==> config.mk <==
export PLATFORM = sky130hd
export DESIGN_NAME = axis_readout_sequencer
export DESIGN_NICKNAME = d
export VERILOG_FILES = /design/src/rtl/axis_readout_sequencer.sv
export SDC_FILE = /design/constraint.sdc
export NUM_CORES = 1
export LEC_CHECK = 0
export CAP_MARGIN = 20
export CORE_AREA = 4 4 154 156
export DETAILED_ROUTE_END_ITERATION = 6
export DIE_AREA = 0 0 158 160
export GPL_TIMING_DRIVEN = 0
export MAX_ROUTING_LAYER = met4
export SYNTH_ARGS = -nofsm -noshare
export SYNTH_HDL_FRONTEND = slang
export SYNTH_SLANG_ARGS = --single-unit
==> constraint.sdc <==
create_clock -name clk -period 2.1 [get_ports clk]
set_clock_uncertainty 0.15 [all_clocks]
set_input_delay 0.42 -clock clk [delete_from_list [all_inputs] [get_ports clk]]
set_output_delay 0.42 -clock clk [all_outputs]
set_load 0.1 [all_outputs]
==> src/rtl/axis_readout_sequencer.sv <==
// axis_readout_sequencer: drains N AXI-Stream sources in ascending index order into one DMA stream.
// Define AXIS_READOUT_TRAILER_EN to append a {source index, beat count} trailer word after each source.
module axis_readout_sequencer #(
    parameter int N_SOURCES   = 2,
    parameter int DWIDTH      = 128,
    parameter int COUNT_WIDTH = 32
) (
    input  logic                         clk,
    input  logic                         reset,
    input  logic [N_SOURCES*DWIDTH-1:0]  data_in_data,
    input  logic [N_SOURCES-1:0]         data_in_valid,
    input  logic [N_SOURCES-1:0]         data_in_last,
    output logic [N_SOURCES-1:0]         data_in_ready,
    output logic [DWIDTH-1:0]            data_out_data,
    output logic                         data_out_valid,
    output logic                         data_out_last,
    input  logic                         data_out_ready,
    input  logic [N_SOURCES-1:0]         source_mask_data,
    input  logic                         source_mask_valid,
    output logic                         source_mask_ready,
    output logic                         busy,
    output logic [$clog2(N_SOURCES)-1:0] current_source
);
    localparam int SW = $clog2(N_SOURCES);

`ifdef AXIS_READOUT_TRAILER_EN
    typedef enum logic [1:0] {IDLE, STREAM, TRAILER} state_t;
`else
    typedef enum logic [1:0] {IDLE, STREAM} state_t;
`endif

    state_t                 state, state_n;
    logic [N_SOURCES-1:0]   mask, mask_n, above;
    logic [SW-1:0]          sel, sel_n, first_sel, next_sel;
    logic [COUNT_WIDTH-1:0] count, count_n;
    logic [DWIDTH-1:0]      src_data;
    logic                   src_valid, src_last, final_src;

    assign src_data       = data_in_data[sel*DWIDTH +: DWIDTH];
    assign src_valid      = data_in_valid[sel];
    assign src_last       = data_in_last[sel];
    assign final_src      = ~|above;
    assign busy           = state != IDLE;
    assign current_source = sel;

    // priority encoders: lowest bit of an incoming mask, and next enabled source above sel
    always_comb begin
        first_sel = '0;
        next_sel  = '0;
        above     = '0;
        for (int i = N_SOURCES - 1; i >= 0; i--) begin
            above[i] = mask[i] && (i > int'(sel));
            if (source_mask_data[i]) first_sel = SW'(i);
        end
        for (int i = N_SOURCES - 1; i >= 0; i--)
            if (above[i]) next_sel = SW'(i);
    end

    // next-state and output decode; the selected source is routed straight through in STREAM
    always_comb begin
        state_n           = state;
        mask_n            = mask;
        sel_n             = sel;
        count_n           = count;
        data_in_ready     = '0;
        data_out_data     = '0;
        data_out_valid    = 1'b0;
        data_out_last     = 1'b0;
        source_mask_ready = 1'b0;
        case (state)
            IDLE: begin
                source_mask_ready = 1'b1;
                if (source_mask_valid && |source_mask_data) begin
                    state_n = STREAM;
                    mask_n  = source_mask_data;
                    sel_n   = first_sel;
                    count_n = '0;
                end
            end
            STREAM: begin
                data_out_data       = src_data;
                data_out_valid      = src_valid;
                data_in_ready[sel]  = data_out_ready;
`ifdef AXIS_READOUT_TRAILER_EN
                data_out_last       = 1'b0;
`else
                data_out_last       = src_last && final_src;
`endif
                if (src_valid && data_out_ready) begin
                    count_n = &count ? count : count + 1'b1;
                    if (src_last) begin
`ifdef AXIS_READOUT_TRAILER_EN
                        state_n = TRAILER;
`else
                        state_n = final_src ? IDLE : STREAM;
                        sel_n   = final_src ? '0 : next_sel;
                        count_n = '0;
`endif
                    end
                end
            end
`ifdef AXIS_READOUT_TRAILER_EN
            TRAILER: begin
                data_out_valid = 1'b1;
                data_out_data  = DWIDTH'({sel, count});
                data_out_last  = final_src;
                if (data_out_ready) begin
                    state_n = final_src ? IDLE : STREAM;
                    sel_n   = final_src ? '0 : next_sel;
                    count_n = '0;
                end
            end
`endif
            default: state_n = IDLE;
        endcase
    end

    // state, latched mask, selected source and beat counter
    always_ff @(posedge clk) begin
        if (reset) begin
            state <= IDLE;
            mask  <= '0;
            sel   <= '0;
            count <= '0;
        end else begin
            state <= state_n;
            mask  <= mask_n;
            sel   <= sel_n;
            count <= count_n;
        end
    end
endmodule
==> flow_metrics.tcl, run 1 <==
set metrics [dict create \
    overflow 0 \
    maxCapViolations 0 \
    multi_input_area_mm2 0.00331 \
    start_kind "register" \
    firstDrtPassIters 4 \
    postCtsHoldBufs 0 \
    hold-path-endpoint "mask[1]$_SDFFE_PP0P_" \
    cp_max_fo 6 \
    gp_congestion 0.856 \
    fmax_mhz 452 \
    r2r_start "current_source$_SDFFE_PP0P_" \
    start_util 0.0996 \
    synth-seq-cells 3 \
    die_w_um 158 \
    synth_top_area_cell "mux2i_1" \
    stdcell_count 1036 \
    yosys.area_share.adder 0 \
    fp.dieH_um 160 \
    synth_top_cell_area_share 0.580 \
    crit_path_top_delay_cell "dfxtp_4" \
    synthesis.nets 581 \
    yosysMostFrequentCell "nor2_1" \
    yosysSeqAreaShare 0.0270 \
    crit_arrival_ps 1640 \
    yosys.area_share.simple 0.247 \
    fin_crit_sh 1.05 \
    pin_count 401 \
    path_common_cell "buf_12" \
    critPathLaunch "current_source$_SDFFE_PP0P_" \
    drc 0 \
    finalNetCount 1018 \
    clk_pin_slew_ps 30 \
    slew_violations 0 \
    hold_start "mask[1]$_SDFFE_PP0P_" \
    n_fill_cell 2086 \
    core-area_mm2 0.0224 \
    slew_headroom 0.617 \
    cp_cell_sequence "buf_12, buf_12, buf_12, buf_16, mux2i_4, nor2_4, buf_12" \
    synth_common_cells "nor2_1, mux2i_1, buf_2, buf_6, buf_4" \
    viasPerCell 3.81 \
    synth_top_family_by_area "multiplexers" \
    wl_mm 18.3 \
    cts_inserted_buffers 3 \
    async_reset_ff_frac 0 \
    ys.warnings.count 0 \
    drt_iter0_drc 96 \
    die_area_mm2 0.0253 \
    hold_class "register to register" \
    reg2reg_slack_ps 460 \
    cts_sinks 3 \
    grt_antenna_before_repair 0 \
    peakVddDrop_v 0.000231 \
    reg2reg_depth 8 \
    htree_levels 1 \
    num_antenna_cells 0 \
    grt_max_degree 11 \
    synth_cells 315 \
    end_kind "primary output" \
    grt_pass1_vias 4042 \
    synth_enable_flop_cells 0 \
    utilization 0.427 \
    status "finished, violations left" \
    rows 55 \
    clock_latency_ps 220 \
    dpl.hpwl_mm 13.9 \
    rsz0062_at_grt "true" \
    hold_slack_ps 471 \
    tritoncts "done" \
    synth.area.top_cells "mux2i_1, nor2_1, buf_6" \
    grt_pass1_wl_mm 23.9 \
    crit_type "register to primary output" \
    area_delta_synth_final_pct 328 \
    worst-path-buf-inv 5 \
    syn_area_per_cell_um2 7.07 \
    wire_per_inst_um 17.6 \
    powerDensity_mw_per_mm2 448 \
    regArea_um2 67.6 \
    route.vias.total 3950 \
    mappedNetlistArea_mm2 0.00223 \
    place_inst 1001 \
    track_usage 0.126 \
    max_stage_delay_ps 370 \
    fin_ws_ps -111 \
    setup_viol_count_final 74 \
    holdPathStages 2 \
    rr_endpoint "state[0]$_SDFFE_PP0P_" \
    tns_ps -4300 \
    path_delay_family "buffers and inverters" \
    tightest_slew_ps 578 \
    hold_viol 0 \
    synth_flop_cell "dfxtp_1" \
    synth_xor_area_frac 0 \
    synth_compound_area_frac 0.0354 \
    cts_buffer_depth 2 \
    portBuffers 400 \
    worstPathRequired_ps 1530 \
    ant_nets 0 \
    root_buffer "clkbuf_16" \
    fin_crit_ps 2210 \
    ys_types 23 \
    drive_above_1_share 0.489 \
    p_leak_uw 0.00337 \
    violations "negative setup slack" \
    synthMuxAreaShare 0.590 \
]
==> sequential cells by signal, indices dropped and copies added (netlist names) <==
| register | cells |
|---|---|
| current_source | 1 |
| state | 1 |
| mask | 1 |
==> power breakdown <==
| part | total, uW | switching [uW] | internal (uW) | leakage (uW) |
|---|---|---|---|---|
| clock network | 300 | 49.5 | 250 | 0.0000382 |
| registers | 70.8 | 8.18 | 62.7 | 0.0000261 |
| logic | 3900 | 2210 | 1690 | 0.00330 |
==> final cells by class <==
cell class / count / area share
Timing Repair Buffer: 433 / 0.552
Multi-Input combinational cell: 280 / 0.347
Buffer: 29 / 0.0477
Tap cell: 285 / 0.0374
Clock buffer: 4 / 0.00826
Sequential cell: 3 / 0.00708
Inverter: 2 / 0.00105
==> worst min-delay path, stage by stage (launching register included) <==
cell and delay, ps:
dfxtp_1 410, a22oi_1 100, nor2_1 70
==> timing repair <==
action	4_1_cts	5_1_grt
setup buffers	8	12
gates resized for setup	1037	235
setup endpoints to repair	134	128
pin swaps	16	25
cloned	8	6
==> worst max-delay path by stage <==
stage / slack (ps) / cells after the start / to
2_1_floorplan: -830 / 5 / data_out_data[101]
3_3_place_gp: -1040 / 5 / data_out_last
3_5_place_dp: -1030 / 5 / data_out_last
4_1_cts: -180 / 7 / data_out_data[118]
5_1_grt: -170 / 7 / data_out_data[114]
6_report: -110 / 7 / data_out_data[118]
==> metal layers <==
| layer | track usage | share of wire |
|---|---|---|
| met1 | 0.149 | 0.38 |
| met2 | 0.225 | 0.53 |
| met3 | 0.0220 | 0.078 |
| met4 | 0.0233 | 0.0090 |
| met5 | - | 0 |
==> logic make-up after synthesis <==
logic type	Yosys count
compound gates	8
buf+inv	32
simple gates	142
flops	3
mux	130
==> per-stage QoR <==
stage | total power [uW] | worst slack, ps | cell area [um^2]
final | 4270 | -111 | 9540
after global routing | 4410 | -169 | 9540
after CTS | 3840 | -182 | 8230
after detailed placement | 3090 | -1030 | 7190
after global placement | 3070 | -1040 | 7160
after floorplan | 2090 | -825 | 2800
==> cell usage in the layout, fill, tap and decap left out, types with 2 or more instances in the layout <==
cell and count:
buf_16 8, mux2i_4 60, clkdlybuf4s50_1 265, clkbuf_16 9
buf_6 65, clkbuf_8 2, dfxtp_4 2, nor2_1 50
nor2_4 68, mux2i_1 56, mux2i_2 14, buf_12 81
clkbuf_4 3, nor2_2 16, buf_8 6, a221oi_2 2
buf_4 24
Note: power is estimated with default switching activity, not from simulation.
==> run 2: changes to the inputs <==
- CORE_AREA: 4 4 154 156 -> 4 4 152 154
- DIE_AREA: 0 0 158 160 -> 0 0 156 158
- GPL_TIMING_DRIVEN: 0 -> unset
- clock period: 2.1 -> 2.35 ns (I/O delays scaled with it)
==> run 2 against run 1 <==
Against the previous run:
- the flow now finishes without violations
- register-to-register slack better by 310 ps
- largest power group unchanged
- design area shrank 15%
- total power shrank 24%
- critical path depth decreased by 2
- sequential share of layout area up 0.12 points
==> flow_metrics.tcl, run 2 (same netlist as run 1, synthesis figures left out) <==
set metrics [dict create \
    ant_nets 0 \
    p_leak_uw 0.00299 \
    critPathCapture "data_out_last" \
    grt_pass1_vias 3907 \
    rr_endpoint "state[0]$_SDFFE_PP0P_" \
    fin_crit_ps 2240 \
    cts_buffer_depth 2 \
    p_total_uw 3260 \
    num_antenna_cells 0 \
    path_delay_family "buffers and inverters" \
    clock_latency_ps 220 \
    utilization 0.375 \
    cts_inserted_buffers 3 \
    cp.depth 5 \
    wl_mm 15.7 \
    clk_pin_slew_ps 30 \
    wire_per_inst_um 16.0 \
    grt_antenna_before_repair 0 \
    area_delta_synth_final_pct 266 \
    grt_pass1_wl_mm 21.9 \
    worstPathRequired_ps 1730 \
    max_stage_delay_ps 510 \
    reg2reg_depth 4 \
    finalNetCount 969 \
    tritoncts "done" \
    tns_ps 0 \
    fp.dieH_um 158 \
    cp_max_fo 3 \
    rows 54 \
    root_buffer "clkbuf_16" \
    post_cts_buffers 0 \
    die_area_mm2 0.0246 \
    hold_slack_ps 407 \
    overflow 0 \
    worst-path-buf-inv 2 \
    rsz0062_at_grt "false" \
    final_common_cell "clkdlybuf4s50_1" \
    core-area_mm2 0.0217 \
    cts_sinks 3 \
    setup_viol_count_final 0 \
    status "completed" \
    hold_viol 0 \
    start_kind "input pin" \
    track_usage 0.117 \
    pin_count 401 \
    grt_max_degree 64 \
    cts_resized 0 \
    holdPathStages 2 \
    fmax_mhz 447 \
    portBuffers 400 \
    postCtsHoldBufs 0 \
    critPathLaunch "data_in_last[0]" \
    viasPerCell 3.81 \
    firstDrtPassIters 4 \
    start_util 0.103 \
    die_w_um 156 \
    r2r_start "current_source$_SDFFE_PP0P_" \
    fin_crit_sh 0.951 \
    crit_arrival_ps 1620 \
    slew_headroom 0.755 \
    crit_type "input pin to primary output" \
    drive_above_1_share 0.272 \
    hold_class "register to register" \
    gp_congestion 0.811 \
    drc 0 \
    final_cell_mix "clkdlybuf4s50_1, buf_12, mux2i_1" \
    drt_iter0_drc 122 \
    tightest_slew_ps 364 \
    route.vias.total 3738 \
    dpl.hpwl_mm 13.9 \
    peakVddDrop_v 0.000272 \
    slew_violations 0 \
    maxCapViolations 0 \
    cp_cell_sequence "clkdlybuf4s50_1, nand2b_1, o21ai_1, and2_2, buf_12" \
    end_kind "primary output" \
    reg2reg_slack_ps 770 \
    powerDensity_mw_per_mm2 401 \
    htree_levels 1 \
    crit_path_top_delay_cell "clkdlybuf4s50_1" \
    n_fill_cell 2176 \
]
==> run 2: cell types whose count changed in the layout (fill, tap and decap cells not counted), moves of 16 or more <==
cell	delta
mux2i_1	+73
buf_6	-65
buf_12	+59
mux2i_4	-59
nor2_1	+52
nor2_4	-49
buf_4	-16
==> run 2: power breakdown <==
part | switching, uW | internal, uW | total (uW)
sequential | 11.9 | 56.2 | 68.1
clock | 42.8 | 224 | 266
combinational | 1710 | 1220 | 2930
total | 1760 | 1500 | 3260
==> run 2: layout make-up <==
cell class                 instances  area [um^2]  area share
timing repair buffer             413         5520       0.677
multi-input combinational        280         2120       0.260
tap                              280          350      0.0430
clock buffer                       4         78.8     0.00968
sequential                         3         67.6     0.00830
inverter                           2         10.0     0.00123
==> run 2: worst min-delay path by stage <==
stage / start / to / slack (ps)
final: mask[1]$_SDFFE_PP0P_ / mask[1]$_SDFFE_PP0P_ / 410
after global routing: mask[1]$_SDFFE_PP0P_ / mask[1]$_SDFFE_PP0P_ / 420
after CTS: mask[1]$_SDFFE_PP0P_ / mask[1]$_SDFFE_PP0P_ / 410
after detailed placement: mask[1]$_SDFFE_PP0P_ / mask[1]$_SDFFE_PP0P_ / 410
after global placement: mask[1]$_SDFFE_PP0P_ / mask[1]$_SDFFE_PP0P_ / 380
after floorplan: mask[1]$_SDFFE_PP0P_ / mask[1]$_SDFFE_PP0P_ / 340
==> run 2: routing by layer <==
metal	global-route usage	vias to the layer above	wire [um]	share of wire
met3	0.0254	10	1510	0.096
li1	-	1842	-	-
met4	0.0167	0	116	0.0074
met1	0.125	1667	5490	0.35
met2	0.224	219	8550	0.55
met5	-	-	0	0
==> run 2: worst reg2reg max path, cell delays in order (launching register included) <==
cell	delay (ps)
dfxtp_4	410
buf_12	250
mux2i_4	300
nor2_1	70
a221oi_2	290
==> run 2: stage by stage <==
stage / setup WS (ps) / std cells / instance area [um^2]
6_report: 114 / 982 / 8140
5_1_grt: 25.6 / 982 / 8140
4_1_cts: 101 / 982 / 8140
3_5_place_dp: 101 / 978 / 8060
3_3_place_gp: 95.1 / 978 / 8060
2_1_floorplan: -676 / 315 / 2420
